**config.mk**
```make
export PLATFORM = sky130hd
export DESIGN_NAME = reg_file
export DESIGN_NICKNAME = d
export VERILOG_FILES = /design/src/rtl/reg_file.sv
export SDC_FILE = /design/constraint.sdc
export NUM_CORES = 2
export LEC_CHECK = 0
export BUFFER_PORTS_ARGS = -buffer_cell sky130_fd_sc_hd__clkbuf_2
export CAP_MARGIN = 20
export CORE_ASPECT_RATIO = 0.8
export CORE_MARGIN = 10
export CORE_UTILIZATION = 30
export DETAILED_ROUTE_END_ITERATION = 8
export PLACE_DENSITY_LB_ADDON = 0.05
export SLEW_MARGIN = 20
export SYNTH_ARGS = -nofsm -noshare
export SYNTH_HDL_FRONTEND = slang
export SYNTH_SLANG_ARGS = --single-unit
```
**constraint.sdc**
```tcl
create_clock -name clk -period 31.4 [get_ports clk]
set_clock_uncertainty 0.1 [all_clocks]
set_input_delay 1.57 -clock clk [delete_from_list [all_inputs] [get_ports clk]]
set_output_delay 1.57 -clock clk [all_outputs]
set_load 0.01 [all_outputs]
```
**src/rtl/reg_file.sv**
```systemverilog
`timescale 1ns/1ps
// reg_file -- architectural general-purpose register file for the single-cycle CPU.
//
// Two combinational read ports, one synchronous write port, register 0 hardwired
// to zero, and a counter of committed writes since reset.
//
// Ports:
//   clk       in   system clock, all state updates on the rising edge
//   rst       in   asynchronous active-high reset (clears registers and wr_count)
//   we        in   write enable for the current cycle
//   wa        in   write address
//   wd        in   write data (from the write-back select)
//   ra1/ra2   in   read addresses (rs / rt)
//   rd1/rd2   out  read data
//   wr_count  out  committed writes since reset, wraps modulo 2**32
//
// Optional feature, macro REGFILE_DEBUG_PORT_EN:
//   dbg_addr  in   debug read address
//   dbg_data  out  stored contents of reg[dbg_addr], never bypassed; 0 for address 0
//
// Parameter BYPASS: 1 = a read whose address matches a pending write returns wd;
// 0 = reads always return stored contents.

module reg_file #(
  parameter int DATA_WIDTH = 32,
  parameter int ADDR_WIDTH = 5,
  parameter int BYPASS     = 1
) (
  input  logic                  clk,
  input  logic                  rst,
  input  logic                  we,
  input  logic [ADDR_WIDTH-1:0] wa,
  input  logic [DATA_WIDTH-1:0] wd,
  input  logic [ADDR_WIDTH-1:0] ra1,
  input  logic [ADDR_WIDTH-1:0] ra2,
  output logic [DATA_WIDTH-1:0] rd1,
  output logic [DATA_WIDTH-1:0] rd2,
`ifdef REGFILE_DEBUG_PORT_EN
  input  logic [ADDR_WIDTH-1:0] dbg_addr,
  output logic [DATA_WIDTH-1:0] dbg_data,
`endif
  output logic [31:0]           wr_count
);

  localparam int DEPTH = 2 ** ADDR_WIDTH;

  logic [DATA_WIDTH-1:0] regs_q [DEPTH];
  logic [DATA_WIDTH-1:0] regs_d [DEPTH];
  logic [31:0]           wr_count_q;
  logic [31:0]           wr_count_d;
  logic                  commit;
  logic                  hit1;
  logic                  hit2;

  // Writes to register 0 are dropped entirely, including the count.
  assign commit = we && (wa != '0);

  always_comb begin
    regs_d     = regs_q;
    wr_count_d = wr_count_q;
    if (commit) begin
      regs_d[wa] = wd;
      wr_count_d = wr_count_q + 32'd1;
    end
  end

  always_ff @(posedge clk or posedge rst) begin
    if (rst) begin
      for (int i = 0; i < DEPTH; i++) begin
        regs_q[i] <= '0;
      end
      wr_count_q <= '0;
    end else begin
      regs_q     <= regs_d;
      wr_count_q <= wr_count_d;
    end
  end

  // The write-through path ignores rst: a matching read may show wd during
  // reset, but the write itself never commits while rst is high.
  assign hit1 = (BYPASS != 0) && we && (ra1 == wa);
  assign hit2 = (BYPASS != 0) && we && (ra2 == wa);

  always_comb begin
    rd1 = regs_q[ra1];
    if (ra1 == '0) begin
      rd1 = '0;
    end else if (hit1) begin
      rd1 = wd;
    end
  end

  always_comb begin
    rd2 = regs_q[ra2];
    if (ra2 == '0) begin
      rd2 = '0;
    end else if (hit2) begin
      rd2 = wd;
    end
  end

  assign wr_count = wr_count_q;

`ifdef REGFILE_DEBUG_PORT_EN
  always_comb begin
    dbg_data = regs_q[dbg_addr];
    if (dbg_addr == '0) begin
      dbg_data = '0;
    end
  end
`endif

endmodule
```
Yosys cells after proc, flatten, opt, wreduce, memory -nomap -nowiden
Cells that the tools add are included.
{"block": "classes", "add_sub_neg": 1, "multipliers": 0, "n_div": 0, "n_lt_le_gt_ge": 4, "n_eq_ne": 2, "n_shift": 0, "muxes": 13, "bitwise": 3, "reduce_logical": 7}
{"cell": "1024-bit bitwise mux", "n": 1}
{"cell": "32-bit binary-select mux with 5-bit select", "n": 2}
{"cell": "32-bit two-way mux", "n": 9}
{"cell": "32-bit demux with 5-bit select", "n": 1}
{"cell": "32-bit by 1-bit adder with 32-bit output (second input constant)", "n": 1}
{"cell": "6-bit >= comparator (second input constant)", "n": 3}
{"cell": "5-bit inverter with 6-bit output", "n": 3}
{"cell": "5-bit == test", "n": 2}
{"cell": "5-bit zero test", "n": 2}
{"cell": "6-bit by 1-bit less-than comparator with 1-bit output (second input constant)", "n": 1}
{"cell": "5-bit nonzero test", "n": 1}
{"cell": "1-bit logical AND", "n": 4}
{"block": "word_totals", "register_bits": 1056, "latch_bits": 0, "ram_bits": 0, "rom_bits": 0, "inputBits": 50, "out_inout_bits": 96, "wordCells": 63, "mem_count": 0}

Depth between registers and ports, before layout
{"block": "logic_depth", "ltp_word": 6, "depth_mapped": 10, "depth_no_buf": 5}

Worst setup path after synthesis
Ideal clock, no wire load.
{"block": "synth_timing", "kind": "input-to-output", "from": "input ra1[1]", "to": "output rd1[29]", "arrival_time_ns": 3.199, "t_required_ns": 29.730, "setup_slack_ns": 26.531, "cell_stages": 8, "n_path_buf": 4, "path_cell_list": "buf_2 > buf_4 > buf_4 > buf_2 > mux4_2 > a22oi_1 > o311ai_1 > a32o_1"}
{"block": "synth_via", "elab_chain_len": 6, "word_cells_on_any_way": 9, "classes_between": "eq/ne (1); mux (5); bitwise (1); reduce/logical (2)"}
{"element": "start: declaration", "line_no": "34", "source": "input logic [ADDR_WIDTH-1:0] ra1,"}
{"element": "5-bit inverter with 6-bit output (implied by the code)", "line_no": "85", "source": "rd1 = regs_q[ra1];"}
{"element": "32-bit binary-select mux with 5-bit select", "line_no": "85"}
{"element": "32-bit two-way mux (implied by the code) (2 in a row)", "line_no": "85"}
{"element": "32-bit two-way mux", "line_no": "88", "source": "end else if (hit1) begin"}
{"element": "32-bit two-way mux (*)", "line_no": "86", "source": "if (ra1 == '0) begin"}
{"element": "end: declaration", "line_no": "36", "source": "output logic [DATA_WIDTH-1:0] rd1,"}
Every way passes the cells marked *; elsewhere a longest branch is shown, timed or not. The select of a mux whose other input is x is not followed.

Final worst setup path
{"block": "layout_timing", "from": "input ra2[0]", "to": "output rd2[22]"}
{"block": "layout_via", "elab_chain_len": 6, "word_cells_on_any_way": 9, "classes_between": "eq/ne (1); mux (5); bitwise (1); reduce/logical (2)"}
{"element": "start: declaration", "line_no": "35", "source": "input logic [ADDR_WIDTH-1:0] ra2,"}
{"element": "5-bit inverter with 6-bit output (implied by the code)", "line_no": "94", "source": "rd2 = regs_q[ra2];"}
{"element": "32-bit binary-select mux with 5-bit select", "line_no": "94"}
{"element": "32-bit two-way mux (implied by the code) (2 in a row)", "line_no": "94"}
{"element": "32-bit two-way mux", "line_no": "97", "source": "end else if (hit2) begin"}
{"element": "32-bit two-way mux (*)", "line_no": "95", "source": "if (ra2 == '0) begin"}
{"element": "end: declaration", "line_no": "37", "source": "output logic [DATA_WIDTH-1:0] rd2,"}
Marks and branches as above.

==> flow_summary.toml <==
[drt]
antenna_left = 0
drt-pass1-iter-count = 5
num_vias = 35900
detail_route.wl_per_cell_um = 36.5
routed_wl_um = 231000
drt_iter0_drc = 2654
via_per_inst = 5.67
drc_errors = 0

[placed_design]
port_buffers = 145
place_congestion = 0.719
dp_hpwl_um = 130000

[clocking]
cts_htree_levels = 4
postCtsSetupBuffers = 0
cts_buffers = 133
clk_latency_ns = 0.78
cts.clk_slew.worst_paths_ns = 0.06
root_buffer = "clkbuf_16"
cts_max_path_buffers = 3
clock-sinks = 1056
hold_buffers = 0
cts-resized-gates = 0
cts_tree = "done"

[floorplan]
initial_core_util_pct = 30.1
die_y_um = 407
core_um2 = 187000
dieArea_um2 = 205000
io_pins = 146
rows = 142
dieWidth_um = 504

[global_route]
grt_usage_pct = 22.1
grt_max_degree = 150
antenna_found_initial = 7
grt_pass1_wl_um = 323000
grt_overflow = 0
grt_pass1_vias = 37300

[setup_path]
cp_max_fo = 74
worst-path-buf-inv = 5
cp_slowest_cell = "buf_4"
end_kind = "output port"
worst-r2r-setup-slack_ns = 29.24
reg2reg_to = "wr_count[20]"
reg2regPathDepth = 5
worstSetupStartpointType = "input pin"
slowest_delay_ns = 0.76
crit_path_frequent_cell = "buf_4"
worstPathArrival_ns = 5.58
critPathKind = "input pin to output port"
cp_top_family = "buffers and inverters"
cp_cell_sequence = "buf_8 -> buf_4 -> buf_12 -> buf_4 -> mux4_2 -> a22oi_1 -> nand3_1 -> a22o_1 -> clkbuf_2"
cp.required_ns = 29.73
r2r_start = "wr_count[0]"

[power_and_ir_drop]
p_leak_nw = 27.2
total_power_mw = 4.20
ir_drop_uv = 61.5
p_per_area_nw_per_um2 = 66.1

[timing]
finalSetupViolCount = 0
tightest_slew_ns = 1.16
timing.slew.headroom_pct = 22.7
hold_viol_final = 0
finalSetupTns_ns = 0
rsz0062_at_grt = "false"
min_period_ns = 7.25
clock.fmax_mhz = 138
period_share_pct = 23.1
slew_viol_final = 0

[finish]
antenna_cells = 0
area_growth_pct = 13.0
drive_gt1_share_pct = 51.9
n_fill_cell = 18200
fin_nets = 3775

[run_status]
outcome = "completed"

[hold_path]
worstHoldStart = "regs_q[1015]"
whs_endpoint = "regs_q[1015]"
hold_depth = 0
hold_path.class = "flop to flop"

[yosys]
synth_top_cell_area_share_pct = 46.9
yosysSeqAreaShare_pct = 46.9
ys_warn_count = 0
synth_enable_flop_cells = 0
synth_seq_cells = 1056
synth_ff_type = "dfrtp_1"
synth_cells = 3774
synth_area_um2 = 56300
synth.area.top_cells = "dfrtp_1 (47%), mux2_2 (20%), mux4_2 (19%)"
yosysTopAreaCell = "dfrtp_1"
synthDistinctLibCells = 61
async_flop_share_pct = 100
syn-num-nets = 3825
syn_avg_cell_area_um2 = 14.9

[flow_run]
cap_violations = 0
## metrics by stage
step | hold slack (ns) | cell area [µm²] | setup WS, ns | utilization, % | instances
after global routing | 0.309 | 63600 | 23.71 | 34.0 | 6335
after detailed placement | 0.284 | 59300 | 23.92 | 31.7 | 6109
after CTS | 0.296 | 63600 | 23.92 | 34.0 | 6335
final | 0.294 | 63600 | 24.15 | 34.0 | 6335
after floorplan | 0.341 | 56300 | 0.00623 | - | 3774
after global placement | 0.278 | 59300 | 23.95 | 31.7 | 6109
## routing by layer
metal | vias to the layer above | share of wire, % | GRT usage [%]
met5 | - | 0 | 0
met4 | 0 | 2.8 | 6.04
met3 | 294 | 3.5 | 2.77
met2 | 832 | 47 | 35.7
met1 | 20200 | 46 | 31.2
li1 | 14600 | - | -
## worst max-delay path by stage
stage	startpoint	to	cells past startpoint	slack, ns
global route	ra2[0]	rd2[22]	9	23.71
global placement	ra2[0]	rd2[22]	9	23.95
detailed placement	ra2[0]	rd2[22]	9	23.92
floorplan	rst	regs_q[0]	1	0.006
finish	ra2[0]	rd2[22]	9	24.15
CTS	ra2[0]	rd2[22]	9	23.92
## cell usage after synthesis (all sizes together) (20+ instances only)
cell type  number
o22ai          65
a22o           39
mux2i         137
a221oi         26
nor3           20
dfrtp        1056
buf           259
a211oi         44
mux4          478
mux2          995
o21ai          44
a22oi          55
nor2           64
clkbuf        175
nand3          62
nand2          54
xnor2          35
a21oi          35
a221o          33
## cell type report
| class | instances | area [µm²] | area share (%) |
|---|---|---|---|
| clock buffers | 193 | 3950 | 6.21 |
| clock inverters | 33 | 383 | 0.602 |
| inverters | 6 | 32.5 | 0.0511 |
| multi-input cells | 2278 | 28000 | 44.1 |
| flip-flops and latches | 1056 | 26400 | 41.5 |
| well taps | 2520 | 3150 | 4.96 |
| repair buffers | 249 | 1640 | 2.58 |
## state kept, by name (all words and copies together) (netlist names)
signal / cells
regs_q: 1024
wr_count: 32
## cell families (layout without fill, tap and decap cells)
group,after synthesis,in the layout,share of synthesized area (%)
buf+inv,440,481,3.85
xor+xnor,41,41,0.638
flops,1056,1056,46.9
fa+ha+maj,1,1,0.0222
compound gates,365,365,4.79
simple gates,261,261,2.29
mux,1610,1610,41.5
## layout by cell type, fill, tap and decap left out, types with 38 or more instances in the layout
cell type and n:
a22o_1 39, a211oi_1 44, mux4_2 476, dfrtp_1 1056, nor2_1 48, buf_4 101, clkbuf_16 139, clkbuf_2 137
mux2i_1 137, mux2_2 989, nand3_1 62, nand2_1 38, a22oi_1 55, o22ai_1 65
## report_power, final
group          switching, mW  internal (mW)  total, mW
clock network          0.639          0.933       1.57
logic                  0.352          0.470      0.822
registers              0.194           1.62       1.81
total                   1.18           3.02       4.20
(Power assumes the default switching activity.)
